[config.mk]
export PLATFORM = sky130hd
export DESIGN_NAME = mem_port_arbiter
export DESIGN_NICKNAME = d
export VERILOG_FILES = /design/src/rtl/mem_port_arbiter.sv
export SDC_FILE = /design/constraint.sdc
export NUM_CORES = 1
export LEC_CHECK = 0
export CORE_UTILIZATION = 40
export DETAILED_ROUTE_END_ITERATION = 8
export PLACE_DENSITY = 0.76
export SETUP_SLACK_MARGIN = 0.15
export SLEW_MARGIN = 10
export SYNTH_ARGS = -nofsm -noshare
export SYNTH_HDL_FRONTEND = slang
export SYNTH_SLANG_ARGS = --single-unit
[constraint.sdc]
create_clock -name clock -period 7.7 [get_ports clock]
set_input_delay 2.31 -clock clock [delete_from_list [all_inputs] [get_ports clock]]
set_output_delay 2.31 -clock clock [all_outputs]
set_load 0.01 [all_outputs]
[src/rtl/mem_port_arbiter.sv]
// Arbitrates the core's fetch (imem) and load/store (dmem) requesters onto one memory port.
// Define ARB_ROUND_ROBIN_EN to alternate grants under contention instead of fixed dmem priority.
module mem_port_arbiter #(
    parameter int ADDR_W  = 32,
    parameter int DATA_W  = 32,
    parameter int TIMEOUT = 255
) (
    input  logic                clock,
    input  logic                reset,

    input  logic                io_imemReq_valid,
    output logic                io_imemReq_ready,
    input  logic [ADDR_W-1:0]   io_imemReq_bits_addrRequest,
    output logic                io_imemRsp_valid,
    output logic [DATA_W-1:0]   io_imemRsp_bits_dataResponse,

    input  logic                io_dmemReq_valid,
    output logic                io_dmemReq_ready,
    input  logic [ADDR_W-1:0]   io_dmemReq_bits_addrRequest,
    input  logic [DATA_W-1:0]   io_dmemReq_bits_dataRequest,
    input  logic [DATA_W/8-1:0] io_dmemReq_bits_activeByteLane,
    input  logic                io_dmemReq_bits_isWrite,
    output logic                io_dmemRsp_valid,
    output logic [DATA_W-1:0]   io_dmemRsp_bits_dataResponse,

    output logic                io_memReq_valid,
    input  logic                io_memReq_ready,
    output logic [ADDR_W-1:0]   io_memReq_bits_addrRequest,
    output logic [DATA_W-1:0]   io_memReq_bits_dataRequest,
    output logic [DATA_W/8-1:0] io_memReq_bits_activeByteLane,
    output logic                io_memReq_bits_isWrite,
    input  logic                io_memRsp_valid,
    input  logic [DATA_W-1:0]   io_memRsp_bits_dataResponse,

    output logic                io_err
);

    localparam int LANES = DATA_W / 8;
    localparam int CNT_W = (TIMEOUT > 0) ? $clog2(TIMEOUT + 1) : 1;
    localparam logic [CNT_W-1:0] CNT_LAST = (TIMEOUT > 0) ? CNT_W'(TIMEOUT - 1) : '0;
    localparam logic [DATA_W-1:0] DEAD_DATA = DATA_W'(32'hDEADBEEF);
    localparam logic OWN_IMEM = 1'b0;
    localparam logic OWN_DMEM = 1'b1;

    typedef enum logic [1:0] {IDLE, ISSUE, WAIT_RSP} state_t;

    state_t              state_reg;
    logic                owner_reg;
    logic [CNT_W-1:0]    cnt_reg;
    logic                mem_valid_reg;
    logic [ADDR_W-1:0]   addr_reg;
    logic [DATA_W-1:0]   wdata_reg;
    logic [LANES-1:0]    lanes_reg;
    logic                write_reg;
    logic                imem_rsp_valid_reg;
    logic [DATA_W-1:0]   imem_rsp_data_reg;
    logic                dmem_rsp_valid_reg;
    logic [DATA_W-1:0]   dmem_rsp_data_reg;
    logic                err_reg;
`ifdef ARB_ROUND_ROBIN_EN
    logic                last_grant_reg;
`endif

    logic                grant_imem;
    logic                grant_dmem;
    logic                timeout_hit;
    logic                deliver;
    logic [DATA_W-1:0]   rsp_data;

    always_comb begin
        grant_imem = 1'b0;
        grant_dmem = 1'b0;
        if (state_reg == IDLE) begin
`ifdef ARB_ROUND_ROBIN_EN
            // Under contention the requester that did not win last time goes first.
            if (io_dmemReq_valid && (!io_imemReq_valid || last_grant_reg == OWN_IMEM))
                grant_dmem = 1'b1;
            else if (io_imemReq_valid)
                grant_imem = 1'b1;
`else
            if (io_dmemReq_valid)
                grant_dmem = 1'b1;
            else if (io_imemReq_valid)
                grant_imem = 1'b1;
`endif
        end
    end

    // A real response in the final watchdog cycle takes precedence over the forced one.
    assign timeout_hit = (TIMEOUT > 0) && (cnt_reg == CNT_LAST);
    assign deliver     = (state_reg == WAIT_RSP) && (io_memRsp_valid || timeout_hit);
    assign rsp_data    = io_memRsp_valid ? io_memRsp_bits_dataResponse : DEAD_DATA;

    always_ff @(posedge clock or posedge reset) begin
        if (reset) begin
            state_reg          <= IDLE;
            owner_reg          <= OWN_DMEM;
            cnt_reg            <= '0;
            mem_valid_reg      <= 1'b0;
            addr_reg           <= '0;
            wdata_reg          <= '0;
            lanes_reg          <= '0;
            write_reg          <= 1'b0;
            imem_rsp_valid_reg <= 1'b0;
            imem_rsp_data_reg  <= '0;
            dmem_rsp_valid_reg <= 1'b0;
            dmem_rsp_data_reg  <= '0;
            err_reg            <= 1'b0;
`ifdef ARB_ROUND_ROBIN_EN
            last_grant_reg     <= OWN_IMEM;
`endif
        end else begin
            imem_rsp_valid_reg <= 1'b0;
            dmem_rsp_valid_reg <= 1'b0;
            err_reg            <= 1'b0;
            case (state_reg)
                IDLE: begin
                    if (grant_dmem) begin
                        addr_reg      <= io_dmemReq_bits_addrRequest;
                        wdata_reg     <= io_dmemReq_bits_dataRequest;
                        lanes_reg     <= io_dmemReq_bits_activeByteLane;
                        write_reg     <= io_dmemReq_bits_isWrite;
                        owner_reg     <= OWN_DMEM;
                        mem_valid_reg <= 1'b1;
                        state_reg     <= ISSUE;
`ifdef ARB_ROUND_ROBIN_EN
                        last_grant_reg <= OWN_DMEM;
`endif
                    end else if (grant_imem) begin
                        addr_reg      <= io_imemReq_bits_addrRequest;
                        wdata_reg     <= '0;
                        lanes_reg     <= '1;
                        write_reg     <= 1'b0;
                        owner_reg     <= OWN_IMEM;
                        mem_valid_reg <= 1'b1;
                        state_reg     <= ISSUE;
`ifdef ARB_ROUND_ROBIN_EN
                        last_grant_reg <= OWN_IMEM;
`endif
                    end
                end
                ISSUE: begin
                    if (io_memReq_ready) begin
                        mem_valid_reg <= 1'b0;
                        cnt_reg       <= '0;
                        state_reg     <= WAIT_RSP;
                    end
                end
                WAIT_RSP: begin
                    if (deliver) begin
                        if (owner_reg == OWN_DMEM) begin
                            dmem_rsp_valid_reg <= 1'b1;
                            dmem_rsp_data_reg  <= rsp_data;
                        end else begin
                            imem_rsp_valid_reg <= 1'b1;
                            imem_rsp_data_reg  <= rsp_data;
                        end
                        err_reg   <= !io_memRsp_valid;
                        cnt_reg   <= '0;
                        state_reg <= IDLE;
                    end else begin
                        cnt_reg <= cnt_reg + CNT_W'(1);
                    end
                end
                default: state_reg <= IDLE;
            endcase
        end
    end

    assign io_imemReq_ready              = grant_imem;
    assign io_dmemReq_ready              = grant_dmem;
    assign io_imemRsp_valid              = imem_rsp_valid_reg;
    assign io_imemRsp_bits_dataResponse  = imem_rsp_data_reg;
    assign io_dmemRsp_valid              = dmem_rsp_valid_reg;
    assign io_dmemRsp_bits_dataResponse  = dmem_rsp_data_reg;
    assign io_memReq_valid               = mem_valid_reg;
    assign io_memReq_bits_addrRequest    = addr_reg;
    assign io_memReq_bits_dataRequest    = wdata_reg;
    assign io_memReq_bits_activeByteLane = lanes_reg;
    assign io_memReq_bits_isWrite        = write_reg;
    assign io_err                        = err_reg;

endmodule

==> reports/qor.json <==
{
  "globalRouteTotalUtil": {"value": 22.4, "unit": "%"},
  "synthesis.nets": {"value": 696},
  "seq_cells_post_synth": {"value": 148},
  "power.share.switching": {"value": 31.0, "unit": "%"},
  "holdBufCountCts": {"value": 0},
  "critPathCaptureType": {"value": "output port"},
  "cts-buffers-inserted": {"value": 17},
  "avgViaCountPerCell": {"value": 5.08},
  "yosys.cell_count.top_type": {"value": "dfrtp_1"},
  "tritoncts": {"value": "yes"},
  "worstSetupStartpoint": {"value": "io_dmemReq_valid"},
  "postCtsSetupBuffers": {"value": 0},
  "power_frac_comb": {"value": 38.4, "unit": "%"},
  "maxCapViolations": {"value": 0},
  "synth_seq_area_share": {"value": 55.4, "unit": "%"},
  "synth_area": {"value": 0.00668, "unit": "mm^2"},
  "synthesis.yosys.warnings": {"value": 0},
  "synth_cell_type_count": {"value": 40},
  "cts.htree.levels": {"value": 4},
  "synth_cells": {"value": 555},
  "leakage": {"value": 0.00435, "unit": "uW"},
  "hp-start": {"value": "io_memReq_valid$_DFFE_PP0P_"},
  "die_w": {"value": 131, "unit": "um"},
  "fin_worst_skew": {"value": 10.9, "unit": "ps"},
  "synth-edff-count": {"value": 0},
  "core_ar": {"value": 0.0161, "unit": "mm^2"},
  "final.hold.worst_slack": {"value": 479, "unit": "ps"},
  "grt_setup_unrepaired": {"value": "false"},
  "total_negative_setup_slack": {"value": 0, "unit": "ps"},
  "clock_sink_count": {"value": 148},
  "peakVddDrop": {"value": 0.177, "unit": "mV"},
  "worst_max_slew_pin_slew": {"value": 924, "unit": "ps"},
  "design.portCount": {"value": 278},
  "slew-limit-headroom": {"value": 38.4, "unit": "%"},
  "setup_violations": {"value": 0},
  "report.final.slew_viol_count": {"value": 0},
  "layout.cell_area.non_filler": {"value": 0.0102, "unit": "mm^2"},
  "antenna_cells": {"value": 0},
  "die_y": {"value": 131, "unit": "um"},
  "place_area": {"value": 0.00954, "unit": "mm^2"},
  "power.density": {"value": 338, "unit": "mW/mm^2"},
  "clock-root-buffer": {"value": "clkbuf_16"},
  "path_max_fanout": {"value": 5},
  "dp_slack": {"value": 1640, "unit": "ps"},
  "route.vias.total": {"value": 5327},
  "hold_path_class": {"value": "register to register"},
  "path_class": {"value": "input port to output port"},
  "grt_overflow": {"value": 0},
  "dieArea": {"value": 0.0172, "unit": "mm^2"},
  "required": {"value": 5390, "unit": "ps"},
  "yosysTopAreaCell": {"value": "dfrtp_1"},
  "gpl.final_weighted_congestion": {"value": 0.798},
  "area_contributors_post_synth": {"value": "dfrtp_1 (55%), mux2_2 (7.8%), mux2i_1 (7.2%)"},
  "crit_path_start_kind": {"value": "input port"},
  "maxClockFrequency": {"value": 165, "unit": "MHz"},
  "core.rowCount": {"value": 46},
  "outcome": {"value": "complete, no violations"},
  "route.detailed.drc": {"value": 0},
  "syn_to_final_growth": {"value": 52.6, "unit": "%"},
  "initial_core_util": {"value": 41.5, "unit": "%"},
  "cell_internal_pwr": {"value": 2380, "unit": "uW"},
  "placement.io_buffers": {"value": 277},
  "fin_crit": {"value": 6050, "unit": "ps"},
  "timing.final.crit_share": {"value": 78.5, "unit": "%"},
  "postLayoutCoreUtil": {"value": 63.3, "unit": "%"},
  "pin_count_of_the_biggest_net_entering_global_routing": {"value": 101},
  "routed_wire_length_per_instance": {"value": 17.8, "unit": "um"},
  "synth-async-reset-ratio": {"value": 100, "unit": "%"},
  "final.setup.worst_slack": {"value": 1650, "unit": "ps"},
  "final_layout_size_suffix_gt1_share": {"value": 11.0, "unit": "%"},
  "clock_path_buffers": {"value": 2},
  "synth_common_cells": {"value": "dfrtp_1 (147), mux2i_1 (48), o21a_1 (48), o21ai_0 (48), mux2_2 (46)"},
  "grt_first_pass_wirelength": {"value": 30.1, "unit": "mm"},
  "drt.antenna.violating_nets": {"value": 0},
  "avgSynthCellArea": {"value": 12.0, "unit": "um^2"},
  "most_used_flip_flop_cell_after_synthesis": {"value": "dfrtp_1"},
  "clock_pin_slew_on_the_worst_setup_and_hold_paths": {"value": 60, "unit": "ps"},
  "drtIter0Drc": {"value": 261},
  "seqPwrFrac": {"value": 35.0, "unit": "%"},
  "drt_pass1_iterations": {"value": 4},
  "cts.repair.resized": {"value": 0},
  "p_clk_share": {"value": 26.6, "unit": "%"},
  "antenna_found_initial": {"value": 0},
  "timing_hold_violations_final": {"value": 0},
  "worst_skew_pair.late_latency": {"value": 420, "unit": "ps"},
  "grt_pass1_vias": {"value": 5582},
  "worst_ep_arrival_time": {"value": 3740, "unit": "ps"},
  "p_sw": {"value": 1070, "unit": "uW"},
  "place.detailed.hpwl": {"value": 13.4, "unit": "mm"},
  "final_nets": {"value": 962},
  "postRouteWirelength": {"value": 18.6, "unit": "mm"},
  "rr_startpoint": {"value": "state_reg[0]$_DFFE_PP0P_"},
  "yosys.area.top_type_share": {"value": 55.0, "unit": "%"}
}
layout make-up:
| cell class | count | area (um^2) |
|---|---|---|
| fillers | 1270 | 5920 |
| flip-flops and latches | 148 | 3700 |
| repair buffers | 284 | 2830 |
| multi-input cells | 349 | 2660 |
| clock buffers | 20 | 457 |
| well taps | 216 | 270 |
| clock inverters | 11 | 199 |
| inverters | 21 | 83.8 |
metrics by stage:
stage	std cells	power, uW
detailed placement	1018	2550
CTS	1049	3480
finish	1049	3450
global route	1049	3640
global placement	1018	2510
floorplan	555	1860
power groups by stage:
stage	registers (uW)	logic (uW)	clock network (uW)
2_1_floorplan	1290	569	0
3_3_place_gp	1200	1300	0
3_5_place_dp	1210	1340	0
4_1_cts	1210	1340	937
5_1_grt	1240	1420	976
6_report	1210	1320	917
cells in the final DEF, fill, tap and decap left out, types with 10 or more instances in the layout:
master	netlist	layout
nand2b_1	25	25
and2_1	10	10
mux2_2	46	46
o21ai_0	48	48
nand2_1	38	38
clkdlybuf4s50_1	0	277
o21a_1	48	48
dfrtp_1	147	147
clkbuf_16	0	17
a22o_1	33	33
mux2i_1	48	48
inv_1	21	19
worst paths after layout:
| path | endpoint | cells past startpoint | slack, ps |
|---|---|---|---|
| max reg2reg | io_memReq_bits_dataRequest[13]$_DFFE_PP0P_ | 7 | 5230 |
| max | io_dmemReq_ready | 4 | 1650 |
| min | io_memReq_valid$_DFFE_PP0P_ | 2 | 480 |
| min reg2reg | io_memReq_valid$_DFFE_PP0P_ | 2 | 480 |
| max in group asynchronous | io_imemRsp_bits_dataResponse[5]$_DFFE_PP0P_ | 3 | 3930 |
| min in group asynchronous | io_memReq_bits_dataRequest[10]$_DFFE_PP0P_ | 2 | 2410 |
cells by family after synthesis:
group           count (synthesis)  synth area share, %
simple gates                  101                 8.37
buf+inv                        58                 4.94
xor+xnor                        1                0.131
flops                         148                 55.4
mux                            96                 15.3
compound gates                149                 15.5
fa+ha+maj                       2                0.374
critical path: stages:
cell and delay, ps:
clkdlybuf4s50_1 560, nand2_1 230, inv_2 110, clkdlybuf4s50_1 540
routing by layer:
layer  vias to the layer above  GRT usage [%]  routed length, um
met5                         -              0                  0
met4                         0           8.53                437
met3                        31           8.22               1600
met2                       211           38.9               9350
met1                      2578           24.9               7240
li1                       2507              -                  -
Power figures use the tool's default switching activity.
